`config.mk`:
```
export PLATFORM = sky130hd
export DESIGN_NAME = stream_mux_n_to_1
export DESIGN_NICKNAME = d
export VERILOG_FILES = /design/src/rtl/stream_mux_n_to_1.sv
export SDC_FILE = /design/constraint.sdc
export NUM_CORES = 1
export LEC_CHECK = 0
export ABC_AREA = 1
export ABC_CLOCK_PERIOD_IN_PS = 3250
export CAP_MARGIN = 20
export CORE_MARGIN = 4
export CORE_UTILIZATION = 38
export CTS_BUF_LIST = sky130_fd_sc_hd__clkbuf_16
export CTS_CLUSTER_DIAMETER = 100
export DETAILED_ROUTE_END_ITERATION = 10
export GPL_ROUTABILITY_DRIVEN = 0
export GPL_TIMING_DRIVEN = 1
export HOLD_SLACK_MARGIN = 0.06
export PLACE_DENSITY = 0.85
export REMOVE_ABC_BUFFERS = 1
export SLEW_MARGIN = 20
export SYNTH_ARGS = -nofsm -noshare
export SYNTH_HDL_FRONTEND = slang
export SYNTH_SLANG_ARGS = --single-unit
```
`constraint.sdc`:
```
create_clock -name clk -period 3.25 [get_ports clk]
set_input_delay 0.4875 -clock clk [delete_from_list [all_inputs] [get_ports clk]]
set_output_delay 0.4875 -clock clk [all_outputs]
set_load 0.01 [all_outputs]
```
`src/rtl/stream_mux_n_to_1.sv`:
```
// N:1 valid/ready stream multiplexer with packet locking on in_last and a registered output stage.
// Optional feature: define RR_ARB_EN to replace the sel input with a round-robin arbiter in IDLE.
module stream_mux_n_to_1 #(
  parameter int N  = 4,
  parameter int W  = 8,
  parameter int SW = $clog2(N)
) (
  input  logic           clk,
  input  logic           rst,
  input  logic [N*W-1:0] in_data,
  input  logic [N-1:0]   in_valid,
  input  logic [N-1:0]   in_last,
  output logic [N-1:0]   in_ready,
  input  logic [SW-1:0]  sel,
  output logic [W-1:0]   out_data,
  output logic           out_valid,
  output logic           out_last,
  input  logic           out_ready,
  output logic [SW-1:0]  cur_sel
);

  typedef enum logic [0:0] {
    IDLE   = 1'b0,
    LOCKED = 1'b1
  } state_t;

  localparam logic [SW:0]   N_L     = N[SW:0];
  localparam logic [SW-1:0] LAST_CH = SW'(N - 1);

  state_t        state_r;
  logic [W-1:0]  out_data_r;
  logic          out_valid_r;
  logic          out_last_r;
  logic [SW-1:0] cur_sel_r;

  logic [SW-1:0] grant_s;
  logic          grant_ok_s;
  logic          can_load_s;
  logic          load_ok_s;
  logic [W-1:0]  chan_data_s;
  logic          chan_valid_s;
  logic          chan_last_s;
  logic          xfer_s;
  logic [N-1:0]  in_ready_s;

`ifdef RR_ARB_EN
  logic [SW-1:0] rr_ptr_r;
  logic [SW-1:0] rr_grant_s;
  logic          rr_found_s;
  logic [SW:0]   rr_idx_s;

  // Cyclic search for the first valid channel starting after the last packet's channel.
  always_comb begin
    rr_grant_s = '0;
    rr_found_s = 1'b0;
    rr_idx_s   = '0;
    for (int k = 1; k <= N; k++) begin
      rr_idx_s = {1'b0, rr_ptr_r} + (SW+1)'(k);
      if (rr_idx_s >= N_L) begin
        rr_idx_s = rr_idx_s - N_L;
      end else begin
        rr_idx_s = rr_idx_s;
      end
      if (!rr_found_s && in_valid[rr_idx_s[SW-1:0]]) begin
        rr_found_s = 1'b1;
        rr_grant_s = rr_idx_s[SW-1:0];
      end else begin
        rr_found_s = rr_found_s;
      end
    end
  end
`endif

  // Grant source: locked channel mid-packet, otherwise sel or the arbiter.
  always_comb begin
    if (state_r == LOCKED) begin
      grant_s    = cur_sel_r;
      grant_ok_s = ({1'b0, cur_sel_r} < N_L);
    end else begin
`ifdef RR_ARB_EN
      grant_s    = rr_grant_s;
      grant_ok_s = rr_found_s;
`else
      grant_s    = sel;
      grant_ok_s = ({1'b0, sel} < N_L);
`endif
    end
  end

  assign can_load_s = !out_valid_r || out_ready;
  // Reset also closes every ready so nothing is accepted on a reset edge.
  assign load_ok_s  = grant_ok_s && can_load_s && !rst;

  // AND-OR channel select and one-hot ready generation.
  always_comb begin
    chan_data_s  = '0;
    chan_valid_s = 1'b0;
    chan_last_s  = 1'b0;
    in_ready_s   = '0;
    for (int i = 0; i < N; i++) begin
      chan_data_s   = chan_data_s  | (in_data[i*W +: W] & {W{grant_s == SW'(i)}});
      chan_valid_s  = chan_valid_s | (in_valid[i] && (grant_s == SW'(i)));
      chan_last_s   = chan_last_s  | (in_last[i]  && (grant_s == SW'(i)));
      in_ready_s[i] = load_ok_s && (grant_s == SW'(i));
    end
  end

  assign xfer_s   = load_ok_s && chan_valid_s;
  assign in_ready = in_ready_s;

  // Output register, packet FSM and (optionally) round-robin pointer.
  always_ff @(posedge clk) begin
    if (rst) begin
      state_r     <= IDLE;
      out_data_r  <= '0;
      out_valid_r <= 1'b0;
      out_last_r  <= 1'b0;
      cur_sel_r   <= '0;
`ifdef RR_ARB_EN
      rr_ptr_r    <= LAST_CH;
`endif
    end else if (xfer_s) begin
      out_data_r  <= chan_data_s;
      out_last_r  <= chan_last_s;
      out_valid_r <= 1'b1;
      cur_sel_r   <= grant_s;
      case (state_r)
        IDLE: begin
          state_r <= chan_last_s ? IDLE : LOCKED;
`ifdef RR_ARB_EN
          rr_ptr_r <= grant_s;
`endif
        end
        LOCKED:  state_r <= chan_last_s ? IDLE : LOCKED;
        default: state_r <= IDLE;
      endcase
    end else if (out_ready) begin
      out_valid_r <= 1'b0;
    end else begin
      out_valid_r <= out_valid_r;
    end
  end

  assign out_data  = out_data_r;
  assign out_valid = out_valid_r;
  assign out_last  = out_last_r;
  assign cur_sel   = cur_sel_r;

endmodule
```
==> results of run 1 <==
[kinds of logic after synthesis]
logic type	after synthesis	synth area share
flops	13	0.2885
buf+inv	12	0.06934
simple gates	133	0.6103
compound gates	5	0.03190
[worst max-delay path by stage]
stage / start / end / cells past startpoint
4_1_cts: rst / in_ready[1] / 5
3_3_place_gp: rst / in_ready[3] / 5
2_1_floorplan: rst / in_ready[0] / 3
3_5_place_dp: rst / in_ready[1] / 5
5_1_grt: rst / in_ready[1] / 5
6_report: rst / in_ready[1] / 5
[layer usage]
| metal | global-route usage | routed length, µm |
|---|---|---|
| met5 | 0 | 0 |
| met4 | 0.04068 | 40 |
| met3 | 0.01839 | 206 |
| met2 | 0.3383 | 1589 |
| met1 | 0.2154 | 1114 |
[where the power goes]
| part | switching, mW | leakage, nW | total (mW) | internal (mW) |
|---|---|---|---|---|
| sequential | 0.0143 | 0.107 | 0.195 | 0.181 |
| combinational | 0.132 | 0.587 | 0.263 | 0.131 |
| clock | 0.0654 | 0.0409 | 0.229 | 0.163 |
| total | 0.212 | 0.735 | 0.687 | 0.475 |
[worst min-delay path: cells and delay by family (launching register included)]
kind	cells	cell delay (ps)
DFF	1	320
and+or+nand+nor	2	120
[final cells by class]
cell class | count | area, µm²
clock buffers | 3 | 75.07
repair buffers | 60 | 600.6
well taps | 28 | 35.03
flip-flops and latches | 13 | 260.3
multi-input cells | 138 | 579.3
clock inverters | 1 | 5.005
fillers | 183 | 640.6
inverters | 10 | 37.54
[synth_stat cells]
cell      instances  share of area
a21oi_1           2          0.011
buf_6             1          0.012
clkbuf_8          1          0.015
dfxtp_1          13           0.29
inv_1             9          0.037
inv_2             1         0.0042
nand2_1          78           0.32
nand2_2           7          0.049
nand3_1          11          0.061
nor2_1           31           0.13
nor2_4            2          0.025
nor3_1            4          0.022
o21ai_0           2          0.011
o21ai_2           1         0.0097
[metrics by stage]
stage          cells  total power, mW    util  hold slack [ps]
2_1_floorplan    161           0.3295       -            494.1
3_3_place_gp     249           0.4517  0.6773            462.9
3_5_place_dp     249           0.4587  0.6773            473.2
4_1_cts          253           0.6892  0.7132            483.1
5_1_grt          253           0.7318  0.7132            506.4
6_report         253           0.6872  0.7132            477.7
[flip-flops by register name, indices dropped and copies added (netlist names)]
signal and count:
out_valid 1, cur_sel 2, state_r 1, out_last 1, out_data 8
==> out/qor.csv, run 1 <==
metric,value,unit
gr usage total,0.1801,
drt drc,0,
"reg-to-reg slack, setup",1460,ps
fin crit share,0.8691,
"Cell Area, Placed",1513,µm²
"CTS clk-pin slew, worst paths",40,ps
worst reg2reg startpoint,state_r$_SDFFE_PP0P_,
die width,56.73,µm
PwrDens,431.4,nW/µm²
Skew-Pair Late Insertion Delay,240,ps
grt ovf,0,
CP Buf/Inv Count,3,
Initial DRC Count,31,
vias per cell,4.838,
Setup Total Neg Slack,0,ps
DPL Wire Length,2.313,mm
Final Slew Violations,0,
fin crit period,2824,ps
WS Path Type,in2out,
clock skew,0.4456,ps
Reg2Reg Capture Point,out_data[5]$_SDFFE_PP0P_,
Synth Cell Area,902.1,µm²
max cap viols,0,
Yosys warnings,0,
Clock Tree Buf Depth,2,
num rows,17,
Die Ht,56.73,µm
cell-by-cell trace of the critical path,clkdlybuf4s50_1 > inv_1 > nand2_1 > nor3_1 > clkdlybuf4s50_1,
VDD IR max,0.0003092,V
first-pass GRT wire length,4.774,mm
port buffer count,60,
outcome,"finished, final reports clean",
final instance area,1593,µm²
Cells after Synth,163,
"Max stage delay cell, worst path",clkdlybuf4s50_1,
class of the worst hold path,reg2reg,
Core ar.,2233,µm²
RSZ-0062 raised after global routing,false,
CP max FO,12,
CP peak stage delay,580,ps
CTS sink cnt,13,
final worst-path setup slack,425.5,ps
CTS Hold Bufs,0,
Worst Min Path Start,out_last$_SDFFE_PP0P_,
DP Worst Slack,469.4,ps
Post-CTS Setup Bufs,0,
initial antenna violation count,0,
WHS Endpoint,out_last$_SDFFE_PP0P_,
CP top delay family,buffers and inverters,
largest net degree at the start of global routing,18,
die area,3218,µm²
Final Hold Vio Count,0,
CP Capture Type,primary output,
Num CTS Buffers,3,
layout cells sized above 1,0.06667,
vias,1224,
number of synthesized register bits,13,
post-CTS resize count,0,
Reg2Reg Depth,10,
CTS tree,done,
"Data required, critical path",2760,ps
area grow syn2layout,76.56,%
most frequent cells in the layout,"78 x nand2_1, 60 x clkdlybuf4s50_1, 31 x nor2_1, 13 x dfxtp_1, 11 x nand3_1",
Slew @ Worst Pin,602.1,ps
clock tree root driver cell,clkbuf_16,
Starting Density,0.4039,
htree depth,1,
number of global-route vias before repair,1126,
register area share after synthesis,0.2885,
arrival time at the worst endpoint,2340,ps
DR WL/cell,11.66,µm
FMAX,354.0,MHz
hold depth,2,
library cells used by synthesis,14,
leakage power,0.7352,nW
most numerous cell on the critical path,clkdlybuf4s50_1,
first-pass iteration count of the detailed router,4,
io pins,61,
Antenna Violating Nets Remaining,0,
final number of setup-violating endpoints,0,
Syn Area/Cell,5.534,µm²
CP startpoint kind,primary input,
nets,271,
# diodes,0,
"commonest non-fill, non-tap cell in the layout",nand2_1,
Max-slew headroom,0.5971,
final wirelength,2.950,mm
Note: power is estimated with default switching activity, not from simulation.
==> run 2, diff against run 1 <==
--- a/config.mk
+++ b/config.mk
@@ -16,7 +16,7 @@
 export GPL_ROUTABILITY_DRIVEN = 0
 export GPL_TIMING_DRIVEN = 1
 export HOLD_SLACK_MARGIN = 0.06
-export PLACE_DENSITY = 0.85
+export PLACE_DENSITY_LB_ADDON = 0.1
 export REMOVE_ABC_BUFFERS = 1
 export SLEW_MARGIN = 20
 export SYNTH_ARGS = -nofsm -noshare
==> run 2 against run 1 <==
Against the previous run:
- via count is 1.1% lower
- register-to-register slack hardly changed
- total power increased by 0.21%
- utilization down 0.056 points
- sequential share of layout area barely moved
- count of clock-buffer cells in the layout unchanged
- critical path type unchanged
==> out/qor.csv, run 2 (synthesis results as in run 1) <==
metric,value,unit,change
outcome,"finished, final reports clean",,
cell-by-cell trace of the critical path,clkdlybuf4s50_1 > inv_1 > nand2_1 > nor3_1 > clkdlybuf4s50_1,,
PwrDens,432.7,nW/µm²,+0.29%
fin cells,253,,unchanged
CP max FO,12,,unchanged
grt ovf,0,,unchanged
Antenna Violating Nets Remaining,0,,unchanged
gr usage total,0.1780,,-0.002054
CP startpoint kind,primary input,,
first-pass iteration count of the detailed router,4,,unchanged
clock skew,3.542,ps,+3.097 ps
Reg2Reg Depth,10,,unchanged
die width,56.73,µm,unchanged
Total Power,0.6886,mW,+0.21%
VDD IR max,0.0003874,V,+25%
Core ar.,2233,µm²,unchanged
die area,3218,µm²,unchanged
fin crit period,2888,ps,+63.09 ps
clock tree root driver cell,clkbuf_16,,
"Max stage delay cell, worst path",clkdlybuf4s50_1,,
Seq pwr share,0.285,,about the same
Skew-Pair Late Insertion Delay,240,ps,about the same
"CTS clk-pin slew, worst paths",50,ps,about the same
most frequent cells in the layout,"78 x nand2_1, 60 x clkdlybuf4s50_1, 31 x nor2_1, 13 x dfxtp_1, 11 x nand3_1",,
nets,271,,unchanged
"commonest non-fill, non-tap cell in the layout",nand2_1,,
WHS Endpoint,out_last$_SDFFE_PP0P_,,
hold depth,2,,unchanged
io pins,61,,unchanged
RSZ-0062 raised after global routing,false,,
Num CTS Buffers,3,,unchanged
Slew @ Worst Pin,605.7,ps,+3.653 ps
vias,1210,,-1.1%
CP peak stage delay,610,ps,+30 ps
P_int,0.4739,mW,-0.27%
Crit. Startpoint,rst,,
FMAX,346.3,MHz,-2.2%
Final Hold Vio Count,0,,unchanged
number of instances in the placed design,249,,unchanged
area grow syn2layout,76.42,%,about the same
Final Slew Violations,0,,unchanged
max reg flops,8,,unchanged
fin crit share,0.8885,,+0.01941
vias per cell,4.783,,-1.1%
arrival time at the worst endpoint,2400,ps,+60 ps
Gate power share,0.383,,about the same
layout cells sized above 1,0.06222,,-0.004444
worst reg2reg startpoint,state_r$_SDFFE_PP0P_,,
class of the worst hold path,reg2reg,,
CTS Hold Bufs,0,,unchanged
Starting Density,0.4039,,unchanged
CP top delay family,buffers and inverters,,
max cap viols,0,,unchanged
Die Ht,56.73,µm,unchanged
CTS sink cnt,13,,unchanged
port buffer count,60,,unchanged
largest net degree at the start of global routing,18,,unchanged
leakage power,0.7366,nW,+0.19%
Clock power frac,0.332,,about the same
drt drc,0,,unchanged
initial antenna violation count,0,,unchanged
WS Path Type,in2out,,
Setup Total Neg Slack,0,ps,unchanged
sw frac,0.3118,,+0.003308
Initial DRC Count,36,,+16%
DPL Wire Length,2.246,mm,-2.9%
post-CTS resize count,0,,unchanged
final number of setup-violating endpoints,0,,unchanged
"reg-to-reg slack, setup",1450,ps,about the same
most numerous cell on the critical path,clkdlybuf4s50_1,,
Worst Min Path Start,out_last$_SDFFE_PP0P_,,
Max-slew headroom,0.5947,,-0.002445
DR WL/cell,11.32,µm,-2.9%
Reg2Reg Capture Point,out_data[1]$_SDFFE_PP0P_,,
first-pass GRT wire length,4.616,mm,-3.3%
htree depth,1,,unchanged
num rows,17,,unchanged
Clock Tree Buf Depth,2,,unchanged
sw power,0.2147,mW,+1.3%
"Data required, critical path",2760,ps,about the same
CP Capture Type,primary output,,
number of fill cells,205,,+12%
CTS tree,done,,
final wirelength,2.863,mm,-2.9%
Post-CTS Setup Bufs,0,,unchanged
CP Buf/Inv Count,3,,unchanged
# diodes,0,,unchanged
number of global-route vias before repair,1117,,-0.80%
## run 2: cell count changes in the layout (fill, tap and decap cells not counted)
cell / change
clkinv_2: -1
inv_1: +1
## run 2: layer usage
layer	vias to the layer above	share of wire	GRT usage
met5	-	0	0
met4	0	0.024	0.08475
met3	7	0.075	0.02529
met2	57	0.47	0.3036
met1	524	0.43	0.2161
li1	622	-	-
## run 2: worst max-delay path by stage
stage	to	cells past startpoint	slack, ps
detailed placement	in_ready[2]	5	420
global route	in_ready[2]	5	280
CTS	in_ready[2]	5	420
floorplan	in_ready[0]	3	1540
finish	in_ready[2]	5	360
global placement	in_ready[3]	5	540
## run 2: cell type report
type	instances	area, µm²	area share
Timing Repair Buffer	60	600.6	0.3774
Sequential cell	13	260.3	0.1635
Clock inverter	1	3.754	0.002358
Tap cell	28	35.03	0.02201
Clock buffer	3	75.07	0.04717
Multi-Input combinational cell	138	579.3	0.3640
Inverter	10	37.54	0.02358
## run 2: per-stage QoR
stage / util / setup slack, ps / instance area (µm²) / hold WS (ps)
after global routing: 0.7126 / 278.6 / 1592 / 496.5
after global placement: 0.6773 / 539.0 / 1513 / 463.1
after detailed placement: 0.6773 / 419.8 / 1513 / 471.8
final: 0.7126 / 362.4 / 1592 / 477.9
after CTS: 0.7126 / 416.2 / 1592 / 481.7
after floorplan: - / 1541 / 877.1 / 494.1
## run 2: power by group through the flow
| stage | clock network [mW] | registers [mW] | logic (mW) |
|---|---|---|---|
| after global routing | 0.240 | 0.198 | 0.292 |
| after floorplan | 0 | 0.205 | 0.124 |
| after global placement | 0 | 0.197 | 0.258 |
| after CTS | 0.231 | 0.196 | 0.265 |
| final | 0.229 | 0.196 | 0.264 |
| after detailed placement | 0 | 0.198 | 0.262 |
## run 2: worst reg2reg max path, cell delays in order (launching register included)
cell and delay, ps:
dfxtp_1 450, inv_2 90, nand2_1 100, nand2_2 120
nor2_1 510, nand2_1 110, nand2_1 80, nor2_1 50
nand2_1 60, nand2_1 50, nor2_1 110
==> run 3, diff against run 2 <==
--- a/config.mk
+++ b/config.mk
@@ -8,7 +8,6 @@
 export ABC_AREA = 1
 export ABC_CLOCK_PERIOD_IN_PS = 3250
 export CAP_MARGIN = 20
-export CORE_MARGIN = 4
 export CORE_UTILIZATION = 38
 export CTS_BUF_LIST = sky130_fd_sc_hd__clkbuf_16
 export CTS_CLUSTER_DIAMETER = 100
==> run 3 against run 2 <==
Against the previous run:
- combinational power fell by 2%
- largest cell class unchanged
- critical path type unchanged
- utilization grew 0.056 points
- non-clock buffer count did not move
- worst hold slack improved by 5.3 ps
- sequential cell count unchanged
- worst setup slack better by 110 ps
- clock power hardly changed
- sequential share of layout area is essentially flat
==> out/qor.csv, run 3 (synthesis results as in run 1) <==
metric,value,unit,change
Crit. Startpoint,rst,,
Worst Min Path Start,out_data[6]$_SDFFE_PP0P_,,
sw power,0.2116,mW,-1.4%
Seq pwr share,0.286,,about the same
arrival time at the worst endpoint,2290,ps,-110 ps
class of the worst hold path,reg2reg,,
port buffer count,60,,unchanged
first-pass GRT wire length,4.174,mm,-9.6%
RSZ-0062 raised after global routing,false,,
die width,50.73,µm,-11%
DPL Wire Length,2.097,mm,-6.6%
FMAX,359.7,MHz,+3.9%
layout cells sized above 1,0.06667,,+0.004444
final number of setup-violating endpoints,0,,unchanged
num rows,17,,unchanged
CP Buf/Inv Count,3,,unchanged
CP startpoint kind,primary input,,
Num CTS Buffers,3,,unchanged
leakage power,0.7352,nW,-0.19%
most numerous cell on the critical path,clkdlybuf4s50_1,,
CP Capture Type,primary output,,
CP peak stage delay,570,ps,-40 ps
Max-slew headroom,0.6448,,+0.05014
fin crit period,2780,ps,-107.2 ps
max cap viols,0,,unchanged
io pins,61,,unchanged
Setup Total Neg Slack,0,ps,unchanged
area grow syn2layout,76.56,%,about the same
Post-CTS Setup Bufs,0,,unchanged
CTS tree,done,,
sw frac,0.3081,,-0.003681
CTS sink cnt,13,,unchanged
CTS Hold Bufs,0,,unchanged
final instance area,1593,µm²,about the same
fin crit share,0.8555,,-0.03298
fin util,0.7132,,about the same
Total Power,0.6869,mW,-0.25%
post-CTS resize count,0,,unchanged
die area,2573,µm²,-20%
"Max stage delay cell, worst path",clkdlybuf4s50_1,,
worst reg2reg startpoint,state_r$_SDFFE_PP0P_,,
Clock power frac,0.336,,+0.004
number of global-route vias before repair,1021,,-8.6%
vias per cell,4.656,,-2.6%
VDD IR max,0.0003605,V,-6.9%
CP max FO,12,,unchanged
P_int,0.4753,mW,+0.28%
CP top delay family,buffers and inverters,,
PwrDens,431.3,nW/µm²,-0.33%
outcome,"finished, final reports clean",,
DR WL/cell,10.15,µm,-10%
"Cell Area, Placed",1513,µm²,unchanged
Final Hold Vio Count,0,,unchanged
Skew-Pair Late Insertion Delay,240,ps,about the same
"Data required, critical path",2760,ps,about the same
gr usage total,0.2132,,+0.03516
"CTS clk-pin slew, worst paths",40,ps,about the same
"commonest non-fill, non-tap cell in the layout",nand2_1,,
vias,1178,,-2.6%
max reg flops,8,,unchanged
clock skew,3.637,ps,+0.09462 ps
Starting Density,0.4039,,unchanged
Final Slew Violations,0,,unchanged
most frequent cells in the layout,"78 x nand2_1, 60 x clkdlybuf4s50_1, 31 x nor2_1, 13 x dfxtp_1, 11 x nand3_1",,
cell-by-cell trace of the critical path,clkdlybuf4s50_1 > inv_1 > nand2_1 > nor3_1 > clkdlybuf4s50_1,,
grt ovf,0,,unchanged
Gate power share,0.378,,-0.005
# diodes,0,,unchanged
initial antenna violation count,0,,unchanged
Slew @ Worst Pin,530.8,ps,-74.94 ps
Clock Tree Buf Depth,2,,unchanged
first-pass iteration count of the detailed router,4,,unchanged
Core ar.,2233,µm²,unchanged
clock tree root driver cell,clkbuf_16,,
Die Ht,50.73,µm,-11%
largest net degree at the start of global routing,18,,unchanged
Antenna Violating Nets Remaining,0,,unchanged
htree depth,1,,unchanged
nets,271,,unchanged
Initial DRC Count,34,,-5.6%
WS Path Type,in2out,,
drt drc,0,,unchanged
final wirelength,2.568,mm,-10%
## run 3: cell types whose count changed in the layout (fill, tap and decap cells not counted)
cell / change
clkinv_2: +1
inv_1: -1
## run 3: worst min-delay path: cells and delay by family (launching register included)
family / cells / cell delay, ps
AND/OR/NAND/NOR: 2 / 130
flip-flops: 1 / 320
## run 3: routing by layer
metal	up-vias	global-route usage	wire (µm)
met5	-	0	0
met4	0	0.1019	40
met2	55	0.3511	1203
met1	494	0.2699	1132
li1	625	-	-
met3	4	0.03030	192
## run 3: power groups by stage
stage	clock network, mW	registers (mW)	logic, mW
3_3_place_gp	0	0.198	0.255
3_5_place_dp	0	0.199	0.259
4_1_cts	0.233	0.197	0.260
5_1_grt	0.245	0.199	0.289
2_1_floorplan	0	0.205	0.124
6_report	0.231	0.197	0.259
## run 3: cell type report
class / count / area (µm²)
inverter: 10 / 37.54
multi-input combinational: 138 / 579.3
fill: 187 / 640.6
clock buffer: 3 / 75.07
sequential: 13 / 260.3
clock inverter: 1 / 5.005
tap: 28 / 35.03
timing repair buffer: 60 / 600.6
## run 3: final timing paths
kind                                            endpoint  slack [ps]  depth (start not counted)
worst max-delay path                         in_ready[0]         470                          5
worst min-delay path            out_data[6]$_SDFFE_PP0P_         480                          2
worst max register to register  out_data[4]$_SDFFE_PP0P_        1540                         10
worst min register to register  out_data[6]$_SDFFE_PP0P_         480                          2
## run 3: through the flow
step / setup slack [ps] / hold slack (ps) / cells
3_5_place_dp: 490.7 / 478.3 / 249
2_1_floorplan: 1541 / 494.1 / 161
6_report: 469.6 / 483.2 / 253
5_1_grt: 336.4 / 516.1 / 253
4_1_cts: 484.8 / 488.5 / 253
3_3_place_gp: 592.0 / 463.3 / 249
